<file path="src/rtl/display_pkg.sv">
// Shared definitions for the LCD text path: sequencer state encoding and the
// ASCII constants used by byte producers upstream of display_text_feeder.
package display_pkg;

  // Write sequencer states of display_text_feeder.
  typedef enum logic [1:0] {
    StIdle,
    StIssue,
    StAck,
    StDone
  } feeder_state_t;

  // ASCII helpers for producers (message walkers, UART bridges).
  localparam logic [7:0] AsciiSpace = 8'h20;
  localparam logic [7:0] AsciiMask  = 8'h7F;

endpackage

</file>
<file path="src/rtl/sync_fifo.sv">
// Synchronous single-clock FIFO with occupancy output.
// Ports:
//   clk_i, reset_i     clock, synchronous active-high reset (flushes the FIFO)
//   push_i, wdata_i    write request and data; ignored while full
//   pop_i, rdata_o     read request; rdata_o shows the head entry (show-ahead)
//   level_o            occupancy 0..DEPTH
//   full_o, empty_o    occupancy flags
module sync_fifo #(
  parameter int unsigned DEPTH = 16,
  parameter int unsigned WIDTH = 8
) (
  input  logic                   clk_i,
  input  logic                   reset_i,
  input  logic                   push_i,
  input  logic [WIDTH-1:0]       wdata_i,
  input  logic                   pop_i,
  output logic [WIDTH-1:0]       rdata_o,
  output logic [$clog2(DEPTH):0] level_o,
  output logic                   full_o,
  output logic                   empty_o
);

  localparam int unsigned AW = $clog2(DEPTH);
  localparam int unsigned LW = AW + 1;

  logic [WIDTH-1:0] mem_q [DEPTH];
  logic [AW-1:0]    wr_ptr_q, wr_ptr_d;
  logic [AW-1:0]    rd_ptr_q, rd_ptr_d;
  logic [LW-1:0]    level_q, level_d;
  logic             do_push, do_pop;

  assign full_o  = (level_q == LW'(DEPTH));
  assign empty_o = (level_q == '0);
  assign do_push = push_i && !full_o;
  assign do_pop  = pop_i && !empty_o;
  assign rdata_o = mem_q[rd_ptr_q];
  assign level_o = level_q;

  // Pointers wrap naturally because DEPTH is a power of two.
  always_comb begin
    wr_ptr_d = wr_ptr_q;
    rd_ptr_d = rd_ptr_q;
    level_d  = level_q;
    if (do_push) wr_ptr_d = wr_ptr_q + 1'b1;
    if (do_pop)  rd_ptr_d = rd_ptr_q + 1'b1;
    unique case ({do_push, do_pop})
      2'b10:   level_d = level_q + 1'b1;
      2'b01:   level_d = level_q - 1'b1;
      default: level_d = level_q;
    endcase
  end

  always_ff @(posedge clk_i) begin
    if (reset_i) begin
      wr_ptr_q <= '0;
      rd_ptr_q <= '0;
      level_q  <= '0;
    end else begin
      wr_ptr_q <= wr_ptr_d;
      rd_ptr_q <= rd_ptr_d;
      level_q  <= level_d;
    end
  end

  // Storage needs no reset: only entries between the pointers are ever read.
  always_ff @(posedge clk_i) begin
    if (do_push) mem_q[wr_ptr_q] <= wdata_i;
  end

endmodule

</file>
<file path="src/rtl/display_text_feeder.sv">
// Character buffer and write sequencer in front of the LCD display controller.
// Bytes arrive on a valid/ready port, queue in a FIFO and are handed to the
// controller one at a time over its ascii_data/write/busy handshake.
// Ports:
//   clk_i, reset_i            clock, synchronous active-high reset
//   in_data_i, in_valid_i     producer byte and valid
//   in_ready_o                FIFO can accept a byte this cycle
//   disp_data_o, disp_write_o controller ascii_data and single-cycle write
//   disp_busy_i               controller busy
//   level_o                   FIFO occupancy
//   overflow_o                sticky: push attempted while not ready
//   timeout_o                 sticky: controller never acknowledged a write
module display_text_feeder
  import display_pkg::*;
#(
  parameter int unsigned DEPTH       = 16,
  parameter int unsigned ACK_TIMEOUT = 1000
) (
  input  logic                   clk_i,
  input  logic                   reset_i,
  input  logic [7:0]             in_data_i,
  input  logic                   in_valid_i,
  output logic                   in_ready_o,
  output logic [7:0]             disp_data_o,
  output logic                   disp_write_o,
  input  logic                   disp_busy_i,
  output logic [$clog2(DEPTH):0] level_o,
  output logic                   overflow_o,
  output logic                   timeout_o
);

  localparam int unsigned CntW = $clog2(ACK_TIMEOUT + 1);

  feeder_state_t state_q, state_d;

  logic [7:0]      data_q, data_d;
  logic [CntW-1:0] cnt_q, cnt_d;
  logic            rdy_q, rdy_d;
  logic            ovf_q, ovf_d;
  logic            to_q, to_d;

  logic       fifo_push, fifo_pop, fifo_full, fifo_empty;
  logic [7:0] fifo_rdata;
  logic       ack_last, ack_expired;

  // rdy_q keeps the port closed for the first cycle after reset.
  assign in_ready_o  = rdy_q && !fifo_full;
  assign fifo_push   = in_valid_i && in_ready_o;
  assign disp_data_o = data_q;
  assign overflow_o  = ovf_q;
  assign timeout_o   = to_q;

  // cnt_q counts completed ACK cycles; expiry is the edge ending the last one.
  assign ack_last = (cnt_q == CntW'(ACK_TIMEOUT - 1));

  sync_fifo #(
    .DEPTH (DEPTH),
    .WIDTH (8)
  ) u_fifo (
    .clk_i   (clk_i),
    .reset_i (reset_i),
    .push_i  (fifo_push),
    .wdata_i (in_data_i),
    .pop_i   (fifo_pop),
    .rdata_o (fifo_rdata),
    .level_o (level_o),
    .full_o  (fifo_full),
    .empty_o (fifo_empty)
  );

  // Sequencer: state register.
  always_ff @(posedge clk_i) begin
    if (reset_i) begin
      state_q <= StIdle;
    end else begin
      state_q <= state_d;
    end
  end

  // Sequencer: next state.
  always_comb begin
    state_d = state_q;
    unique case (state_q)
      StIdle:  if (!fifo_empty && !disp_busy_i) state_d = StIssue;
      StIssue: state_d = StAck;
      StAck: begin
        if (disp_busy_i)   state_d = StDone;
        else if (ack_last) state_d = StIdle;
      end
      StDone:  if (!disp_busy_i) state_d = StIdle;
      default: state_d = StIdle;
    endcase
  end

  // Sequencer: outputs.
  always_comb begin
    disp_write_o = 1'b0;
    fifo_pop     = 1'b0;
    ack_expired  = 1'b0;
    unique case (state_q)
      StIdle:  fifo_pop = !fifo_empty && !disp_busy_i;
      StIssue: disp_write_o = 1'b1;
      StAck:   ack_expired = !disp_busy_i && ack_last;
      StDone:  ;
      default: ;
    endcase
  end

  // Datapath and sticky flags.
  always_comb begin
    rdy_d  = 1'b1;
    data_d = data_q;
    cnt_d  = cnt_q;
    ovf_d  = ovf_q || (in_valid_i && !in_ready_o);
    to_d   = to_q || ack_expired;
    // Latch on pop so the byte stays stable through the whole busy window.
    if (fifo_pop) data_d = fifo_rdata;
    if (state_q == StIssue)    cnt_d = '0;
    else if (state_q == StAck) cnt_d = cnt_q + 1'b1;
  end

  always_ff @(posedge clk_i) begin
    if (reset_i) begin
      rdy_q  <= 1'b0;
      data_q <= 8'h00;
      cnt_q  <= '0;
      ovf_q  <= 1'b0;
      to_q   <= 1'b0;
    end else begin
      rdy_q  <= rdy_d;
      data_q <= data_d;
      cnt_q  <= cnt_d;
      ovf_q  <= ovf_d;
      to_q   <= to_d;
    end
  end

endmodule

</file>
<file path="config.mk">
export PLATFORM = sky130hd
export DESIGN_NAME = display_text_feeder
export DESIGN_NICKNAME = d
export VERILOG_FILES = /design/src/rtl/display_pkg.sv /design/src/rtl/sync_fifo.sv /design/src/rtl/display_text_feeder.sv
export SDC_FILE = /design/constraint.sdc
export NUM_CORES = 1
export LEC_CHECK = 0
export CORE_ASPECT_RATIO = 1.75
export CORE_MARGIN = 5
export CORE_UTILIZATION = 60
export DETAILED_ROUTE_END_ITERATION = 16
export GPL_TIMING_DRIVEN = 0
export HOLD_SLACK_MARGIN = 0.08
export PLACE_DENSITY_LB_ADDON = 0.15
export RECOVER_POWER = 50
export SLEW_MARGIN = 20
export SYNTH_ARGS = -nofsm -noshare
export SYNTH_HDL_FRONTEND = slang
export SYNTH_SLANG_ARGS = --single-unit
</file>
<file path="constraint.sdc">
create_clock -name clk_i -period 3.5 [get_ports clk_i]
set_input_delay 0.7 -clock clk_i [delete_from_list [all_inputs] [get_ports clk_i]]
set_output_delay 0.7 -clock clk_i [all_outputs]
set_load 0.01 [all_outputs]
</file>
==> results.cfg <==
[floorplanning]
die_h_microns = 149
coreArea_sq_um = 11000
die_x_microns = 89.7
ioPinCount = 29
row_count = 51
dieArea_sq_um = 13400
initial_utilization_pct = 60.4

[critical_path]
worstReg2RegStart = u_fifo.level_o[0]$_SDFFE_PP0P_
cp_num_buf_inv = 3
crit_type = primary input to register
endpoint_kind = register
crit_family = buffers and inverters
cp_max_fo = 10
reg2regPathDepth = 11
cp.depth = 11
r2r-end = u_fifo.level_o[4]$_SDFFE_PP0P_
crit_path_max_incr_delay_ns = 0.50
start_kind = primary input
crit_chain = clkdlybuf4s50_1 -> a2111oi_4 -> buf_4 -> ha_1 -> inv_1 -> fa_1 -> nor2b_4 -> o21ai_0 -> nand3_1 -> or3b_1 -> mux2_2
slowest_stage = clkdlybuf4s50_1
cp.arrival_ns = 3.59
cp-startpoint = disp_busy_i
crit_path_end = u_fifo.level_o[4]$_SDFFE_PP0P_
cp_data_required_time_ns = 3.80
worst-r2r-setup-slack_ns = 0.30

[cts]
post_cts_resized = 0
cts_buffers = 17
postCtsHoldBufs = 0
clk_path_buf_depth = 2
cts_tree = done
cts_root_buffer = clkbuf_16
clkTransAtPathRegs_ns = 0.06
cts_sinks = 164
clock_latency_ns = 0.42
cts_setup_buffers = 0
htreeDepth = 4

[layout]
drive_gt1_share_pct = 11.1
layout_commonest_cell = edfxtp_1
finalNetCount = 526
final_cell_mix = 128 x edfxtp_1, 45 x mux2i_1, 44 x nor2_1
fill_cells = 760
antennaDiodeCount = 0
instances_no_fill = 647
syn2layout_area_growth_pct = 15.7

[yosys]
syn_area_sq_um = 6660
synth-main-ff-cell = edfxtp_1
syn_inst = 456
ys_ff_latch = 164
postSynthAreaPerCell_sq_um = 14.6
synth_warnings = 0
async_flop_share_pct = 0
seq_area_frac_synth_pct = 68.5
synth_fp_nets = 479
synth.distinct_cells = 42
synth_edf_count = 128
synth.area.top_cells = edfxtp_1 58%, dfxtp_1 11%, mux2i_1 6.8%
synth_top_area_cell = edfxtp_1
synth_top_area_share_pct = 57.7

[global_routing]
grt_pass1_vias = 3955
use_met3_pct = 5.29
use_met2_pct = 40.1
top_usage_layer = met2
antenna_found_initial = 0
grt_pass1_wl_microns = 20900
grt-ovfl-total = 0
track_usage_pct = 22.0
use_met1_pct = 23.8
grt_max_degree = 17

[timing]
whs_ns = 0.478
worstMarginPinSlew_ns = 0.936
period_needed_ns = 3.29
slew_viol_final = 0
rsz0062_at_grt = false
fmax_ghz = 0.304
fin_setup_tns_ns = 0
slew_headroom_pct = 37.4
finalClockSkew_ns = 0.0107
period_share_pct = 93.9
setup_viol = 0
timing.final.hold_violations = 0

[drt]
dr_total_vias = 3880
drc = 0
routedWlPerCell_microns = 20.6
ant_nets = 0
drtPass1Iterations = 5
finalWirelength_microns = 13300
drt_iter0_drc = 295
viasPerCell = 6.00

[hold_path]
hold_class = register to register

[pwr]
vdd.ir_drop.worst_v = 0.000459
p_leak_nw = 2.50
p_per_area_nw_per_um2 = 649

[place]
hpwlAfterDp_microns = 9510
portBuffers = 28
placedCellCount = 616
globalplace.congestion = 0.803

[outcome]
status = complete, no violations

[job]
maxCapViolCount = 0
-- worst min path at each step --
| stage | depth (start not counted) | slack (ns) | start | end |
|---|---|---|---|---|
| 6_report | 2 | 0.48 | timeout_o$_SDFF_PP0_ | timeout_o$_SDFF_PP0_ |
| 4_1_cts | 2 | 0.48 | timeout_o$_SDFF_PP0_ | timeout_o$_SDFF_PP0_ |
| 5_1_grt | 1 | 0.51 | overflow_o$_SDFF_PP0_ | overflow_o$_SDFF_PP0_ |
| 2_1_floorplan | 2 | 0.46 | cnt_q[9]$_SDFFE_PP0P_ | cnt_q[9]$_SDFFE_PP0P_ |
| 3_3_place_gp | 1 | 0.45 | overflow_o$_SDFF_PP0_ | overflow_o$_SDFF_PP0_ |
| 3_5_place_dp | 2 | 0.47 | timeout_o$_SDFF_PP0_ | timeout_o$_SDFF_PP0_ |
-- synthesized netlist by cell type, types with 2 or more instances --
library cell / instances
buf_2: 5
a31oi_1: 7
clkbuf_1: 8
xnor2_1: 4
ha_1: 10
nand4_1: 5
buf_1: 2
mux4_2: 11
a21oi_1: 15
nand2_1: 23
buf_4: 5
mux2_2: 2
dfxtp_1: 36
o22ai_1: 21
nor3_1: 14
buf_6: 2
or3_1: 3
nand3_1: 3
and2b_1: 2
o21ai_0: 15
o21a_1: 2
nor2_1: 44
inv_1: 13
xor2_1: 9
edfxtp_1: 128
mux2i_1: 45
nand3b_1: 3
nand2b_1: 5
-- metal layers --
metal / vias to the layer above / part of all wire, %
met5: - / 0
met4: 0 / 2.1
met3: 24 / 5.7
met2: 125 / 57
met1: 1923 / 35
li1: 1808 / -
-- registers in the layout (all words and copies together), names as in the netlist, 2 cells and up --
register         count
cnt_q               10
disp_data_o          8
state_q              2
u_fifo.level_o       5
u_fifo.mem_q       128
u_fifo.rd_ptr_q      4
u_fifo.wr_ptr_q      4
-- tightest hold or removal path: cells and delay by family, from the launching register on --
kind	cells	cell delay, ns
DFF	1	0.33
and+or+nand+nor	1	0.07
AOI/OAI and AO/OA	1	0.04
-- layout make-up --
type | count | area [sq um] | area share, %
plain buffers | 22 | 110 | 1.43
clock buffers | 19 | 433 | 5.62
clock inverters | 12 | 158 | 2.05
inverters | 13 | 48.8 | 0.633
multi-input cells | 257 | 1950 | 25.3
flip-flops and latches | 164 | 4560 | 59.2
well taps | 132 | 165 | 2.14
repair buffers | 28 | 280 | 3.64
-- cell families after synthesis --
| family | synth area share [%] |
|---|---|
| adder cells (fa/ha/maj) | 2.18 |
| AO/OA/AOI/OAI | 6.16 |
| multiplexers | 10.8 |
| flip-flops | 68.5 |
| AND/OR/NAND/NOR | 8.07 |
| buffers and inverters | 2.57 |
| XOR/XNOR | 1.71 |
-- through the flow --
stage | total power [W] | instance area (sq um) | worst slack (ns) | utilization [%]
after floorplan | 0.00292 | 6660 | 0.585 | -
after global placement | 0.00320 | 7110 | -0.164 | 64.4
after detailed placement | 0.00323 | 7130 | -0.227 | 64.6
after CTS | 0.00505 | 7720 | 0.204 | 69.9
after global routing | 0.00523 | 7710 | 0.0636 | 69.8
final | 0.00500 | 7710 | 0.213 | 69.8
-- power breakdown --
part           internal, W  total (W)  switching [W]
registers          0.00218    0.00225      0.0000741
clock network      0.00112    0.00184       0.000725
logic             0.000405   0.000904       0.000498
total              0.00370    0.00500        0.00130
Note: power is estimated with default switching activity, not from simulation.
